## config.mk

```make
export PLATFORM = sky130hd
export DESIGN_NAME = decade_counter_ctrl
export DESIGN_NICKNAME = d
export VERILOG_FILES = /design/src/rtl/decade_pkg.sv /design/src/rtl/tick_prescaler.sv /design/src/rtl/decade_counter_ctrl.sv
export SDC_FILE = /design/constraint.sdc
export NUM_CORES = 1
export LEC_CHECK = 0
export BUFFER_PORTS_ARGS = -buffer_cell sky130_fd_sc_hd__buf_4
export CAP_MARGIN = 40
export CELL_PAD_IN_SITES_DETAIL_PLACEMENT = 1
export CELL_PAD_IN_SITES_GLOBAL_PLACEMENT = 1
export CORE_MARGIN = 5
export CORE_UTILIZATION = 30
export DETAILED_ROUTE_END_ITERATION = 6
export HOLD_SLACK_MARGIN = 0.12
export MAX_ROUTING_LAYER = met4
export PLACE_DENSITY = 0.62
export SLEW_MARGIN = 15
export SYNTH_ARGS = -nofsm -noshare
export SYNTH_HDL_FRONTEND = slang
export SYNTH_SLANG_ARGS = --single-unit
export TNS_END_PERCENT = 1
```

## constraint.sdc

```tcl
create_clock -name clk -period 6 [get_ports clk]
set_clock_uncertainty 0.15 [all_clocks]
set_input_delay 1.2 -clock clk [delete_from_list [all_inputs] [get_ports clk]]
set_output_delay 1.2 -clock clk [all_outputs]
set_load 0.01 [all_outputs]
```

## src/rtl/decade_pkg.sv

```systemverilog
// Shared state encoding and BCD limits for the decade counter sequencer.
package decade_pkg;

  typedef enum logic [1:0] {
    S_IDLE  = 2'b00,
    S_RUN   = 2'b01,
    S_PAUSE = 2'b10,
    S_DONE  = 2'b11
  } state_e;

  localparam logic [3:0] BCD_MAX = 4'd9;
  localparam logic [3:0] BCD_MIN = 4'd0;

  // One BCD step with wrap in either direction.
  function automatic logic [3:0] bcd_step(input logic [3:0] d, input logic up);
    logic [3:0] r;
    if (up) r = (d >= BCD_MAX) ? BCD_MIN : d + 4'd1;
    else    r = (d == BCD_MIN) ? BCD_MAX : d - 4'd1;
    return r;
  endfunction

endpackage

```

## src/rtl/tick_prescaler.sv

```systemverilog
// Count-tick prescaler: counts 0..DIV-1 while enabled, fires tick at DIV-1.
module tick_prescaler #(
  parameter int DIV = 100000000,
  parameter int CW  = 27
) (
  input  logic clk,
  input  logic rst,
  input  logic en,
  input  logic zero,
  output logic tick
);

  localparam logic [CW-1:0] TOP = CW'(DIV - 1);

  logic [CW-1:0] cnt_q, cnt_d;

  // Holding the count when en drops is what lets a paused tick resume on time.
  always_comb begin
    tick  = en && (cnt_q == TOP);
    cnt_d = cnt_q;
    if (zero || tick) cnt_d = '0;
    else if (en)      cnt_d = cnt_q + 1'b1;
  end

  always_ff @(posedge clk or posedge rst) begin
    if (rst) cnt_q <= '0;
    else     cnt_q <= cnt_d;
  end

endmodule

```

## src/rtl/decade_counter_ctrl.sv

```systemverilog
// Run/pause/clear/load sequencer for one BCD digit, with carry for cascading.
module decade_counter_ctrl #(
  parameter int DIV = 100000000,
  parameter int CW  = 27
) (
  input  logic       clk,
  input  logic       rst,
  input  logic       start_i,
  input  logic       stop_i,
  input  logic       clear_i,
  input  logic       load_i,
  input  logic [3:0] load_val_i,
  input  logic       up_i,
  input  logic       oneshot_i,
  output logic [3:0] digit_o,
  output logic       tick_o,
  output logic       carry_o,
  output logic       running_o,
  output logic [1:0] state_o,
  output logic       err_o
);

  import decade_pkg::*;

  state_e     state_q, state_d;
  logic [3:0] digit_q, digit_d;
  logic       tick_q, tick_d;
  logic       carry_q, carry_d;
  logic       err_q, err_d;

  logic       cmd_clear, cmd_load, cmd_stop, cmd_start;
  logic       load_ok, pre_en, pre_zero, pre_tick;
  logic [3:0] term;

  // Priority clear > load > stop > start; losers are simply dropped.
  assign cmd_clear = clear_i;
  assign cmd_load  = load_i & ~clear_i;
  assign cmd_stop  = stop_i & ~clear_i & ~load_i;
  assign cmd_start = start_i & ~clear_i & ~load_i & ~stop_i;

  assign load_ok  = (load_val_i <= BCD_MAX) && (state_q != S_RUN);
  assign pre_en   = (state_q == S_RUN) && !cmd_clear && !cmd_stop;
  assign pre_zero = cmd_clear ||
                    (cmd_start && (state_q == S_IDLE || state_q == S_DONE));

  tick_prescaler #(.DIV(DIV), .CW(CW)) u_pre (
    .clk  (clk),
    .rst  (rst),
    .en   (pre_en),
    .zero (pre_zero),
    .tick (pre_tick)
  );

  always_comb begin
    state_d = state_q;
    digit_d = digit_q;
    tick_d  = pre_tick;
    carry_d = 1'b0;
    err_d   = 1'b0;
    term    = up_i ? BCD_MAX : BCD_MIN;

    if (pre_tick) begin
      if (oneshot_i && digit_q == term) begin
        // Already parked on the terminal value: settle in DONE without a carry.
        state_d = S_DONE;
      end else begin
        digit_d = bcd_step(digit_q, up_i);
        carry_d = (digit_q == term);
        if (oneshot_i && digit_d == term) begin
          state_d = S_DONE;
          carry_d = 1'b1;
        end
      end
    end

    if (cmd_clear) begin
      state_d = S_IDLE;
      digit_d = BCD_MIN;
    end else if (cmd_load) begin
      if (!load_ok) begin
        err_d = 1'b1;
      end else begin
        digit_d = load_val_i;
        if (state_q == S_DONE) state_d = S_IDLE;
      end
    end else if (cmd_stop) begin
      if (state_q == S_RUN) state_d = S_PAUSE;
    end else if (cmd_start) begin
      if (state_q != S_RUN) state_d = S_RUN;
    end
  end

  always_ff @(posedge clk or posedge rst) begin
    if (rst) begin
      state_q <= S_IDLE;
      digit_q <= BCD_MIN;
      tick_q  <= 1'b0;
      carry_q <= 1'b0;
      err_q   <= 1'b0;
    end else begin
      state_q <= state_d;
      digit_q <= digit_d;
      tick_q  <= tick_d;
      carry_q <= carry_d;
      err_q   <= err_d;
    end
  end

  assign digit_o   = digit_q;
  assign tick_o    = tick_q;
  assign carry_o   = carry_q;
  assign err_o     = err_q;
  assign state_o   = state_q;
  assign running_o = (state_q == S_RUN);

endmodule

```

==> results.ini <==
[synth]
ys.flop_type=dfrtp_1
synth_compound_area_share_pct=15.4
syn_inst=246
synth_cell_type_count=50
synthTopCellsByArea=dfrtp_1 39%, xnor2_1 6.4%, nor2_1 5.1%, xor2_1 3.8%, ha_1 3.2%
synth_mux_area_share_pct=0.858
yosysTopAreaCellShare_pct=38.6
synth-edff-count=0
yosysMostFrequentCell=dfrtp_1
yosysWarnings=0
synthSimpleGateAreaFrac_pct=27.5
async_flop_share_pct=100
syn_nets=264
synthTopCellsByCount=36 x dfrtp_1, 32 x nor2_1, 17 x nand2_1, 17 x xnor2_1
synth-adder-area-share_pct=3.22
ys_seq_elements=36
yosysTopAreaCell=dfrtp_1
syn_area_per_cell_sq_um=9.49
syn-cell-area_sq_mm=0.00233
synthXorXnorAreaFrac_pct=10.1
synth_top_family_by_area=simple AND/OR/NAND/NOR gates
ys_seq_area_share_pct=38.6

[floorplan]
die_w_um=98.2
boundaryPins=22
start_util_pct=30.5
core_area_sq_mm=0.00765
die_area_sq_mm=0.00964
fp.dieH_um=98.2
num_rows=32

[hold_path]
hold_path_end=u_pre.cnt_q[24]$_DFFE_PP0P_
hold_path_startpoint=u_pre.cnt_q[24]$_DFFE_PP0P_
hold_path.class=register to register
hold_depth=2

[clock_tree]
cts_setup_buffers=0
cts_resized=0
holdBufCountCts=0
htreeDepth=2
clockBufferDepth=2
cts_tree=yes
cts_made_buffers=5
cts_root_buf=clkbuf_8
path_clk_slew_ps=70
clkLatencyLatePin_ps=280
clock-sinks=36

[global_routing]
grt_antenna_before_repair=0
grt_pass1_wl_um=10300
grt_overflow=0
grt_start_max_net_pins=37
grt_use_total_pct=13.2
grt_pass1_vias=2022

[routing]
vias_per_cell=5.27
post_drt_wl_per_cell_um=16.1
drt-initial-drc-count=51
vias=1939
final_antenna_net_count=0
first_pass_iters=4
route.detailed.drc=0
wl_um=5940

[sta]
hold_viol=0
setup_viol=0
fin_crit_sh_pct=50.3
rsz0062_at_grt=false
slew_violations=0
fin_crit_ps=3020
tightest_slew_ps=831
max-slew-margin-rel_pct=44.6
tns_ps=0
max_freq_ghz=0.332

[worst_setup_path]
timing.rr.end=u_pre.cnt_q[16]$_DFFE_PP0P_
worst-endpoint-required_ps=5990
r2r_slack_ps=3380
worst-setup-path-type=input pin to register
slowest_stage=a211o_1
critPathLaunchType=input pin
worst-r2r-cell-count=6
timing.rr.start=u_pre.cnt_q[0]$_DFFE_PP0P_
cp_cell_sequence=buf_4, nor4_1, nand4_1, nor3_2, a211o_1, nor2_1
slowest_delay_ps=710
cp_max_fo=26
cp_data_arrival_time_ps=3000
critPathCaptureType=register

[pwr]
max-vdd-ir-drop_mv=0.108
powerDensity_mw_per_mm2=186
power.leakage_nw=1.06
total_power_mw=0.495

[final_layout]
drive_above_1_share_pct=16.5
area_growth_syn_to_layout_pct=14.2
nets=284
n_antenna_cell=0

[placed_design]
port_buffers=21
dp_hpwl_um=4340
gp_congestion=0.756

[status]
status=complete, no violations

[job]
max-cap-violations=0

[power breakdown]
part / leakage [nW] / internal (mW) / switching (mW) / total, mW
Clock: 0.0503 / 0.102 / 0.0846 / 0.187
Sequential: 0.501 / 0.244 / 0.00437 / 0.249
Combinational: 0.510 / 0.0224 / 0.0372 / 0.0597
[cells in the final DEF (no fill, tap or decap), drive strengths merged, types with 2 or more instances in the layout]
cell	instances
o31ai	2
o211ai	4
and3	5
a22o	2
or4	2
xor2	10
a211oi	5
buf	23
nor2	32
mux2i	2
nor3b	4
inv	9
o21ai	4
ha	6
dfrtp	36
and2	3
nor2b	4
nor4	9
o41ai	3
xnor2	17
nor3	11
a221oi	4
a21oi	5
nand3	10
nand2b	2
nand2	17
and4	3
a211o	2
clkbuf	7
nand4	9
[final cells by class]
class                   count  area [sq um]
clock buffers               7          96.3
repair buffers             23           173
well taps                 102           128
multi-input cells         191          1330
inverters                   9          33.8
fillers                   894          4980
flip-flops and latches     36           901
[worst max-delay path, delay by kind of cell]
| kind | cells | cell delay (ps) |
|---|---|---|
| buffers and inverters | 1 | 170 |
| AND/OR/NAND/NOR | 4 | 920 |
| AO/OA/AOI/OAI | 1 | 710 |
[layer usage]
| metal | share of wire [%] | global-route usage [%] | up-vias |
|---|---|---|---|
| li1 | - | - | 939 |
| met3 | 1.8 | 1.86 | 4 |
| met4 | 0.62 | 3.15 | 0 |
| met5 | 0 | - | - |
| met1 | 48 | 17.4 | 973 |
| met2 | 50 | 21.5 | 23 |
[logic make-up after synthesis]
kind of cell    after synthesis
simple gates                114
compound gates               42
flops                        36
xor+xnor                     27
buf+inv                      19
fa+ha+maj                     6
mux                           2
[stage by stage]
step           utilization (%)  hold slack [ps]  setup WS, ps  instances  instance area, sq um
6_report                  34.8              417          2980        368                  2660
5_1_grt                   34.8              455          2720        368                  2660
4_1_cts                   34.8              419          2930        368                  2660
3_5_place_dp              33.6              398          2600        361                  2570
3_3_place_gp              33.6              389          2790        361                  2570
2_1_floorplan                -              353          3190        246                  2330
[registers in the layout, summed over array words and instances (netlist names)]
register and count:
carry_o 1, err_o 1, digit_o 4, tick_o 1, u_pre.cnt_q 27, state_o 2
[how the worst max path moves through the flow]
stage	startpoint	end	slack, ps	depth (start not counted)
global route	clear_i	u_pre.cnt_q[10]$_DFFE_PP0P_	2720	6
CTS	clear_i	u_pre.cnt_q[16]$_DFFE_PP0P_	2930	6
finish	clear_i	u_pre.cnt_q[16]$_DFFE_PP0P_	2980	6
floorplan	up_i	digit_o[0]$_DFF_PP0_	3190	6
global placement	clear_i	u_pre.cnt_q[0]$_DFFE_PP0P_	2790	6
detailed placement	clear_i	u_pre.cnt_q[20]$_DFFE_PP0P_	2600	6
Power figures use the tool's default switching activity.
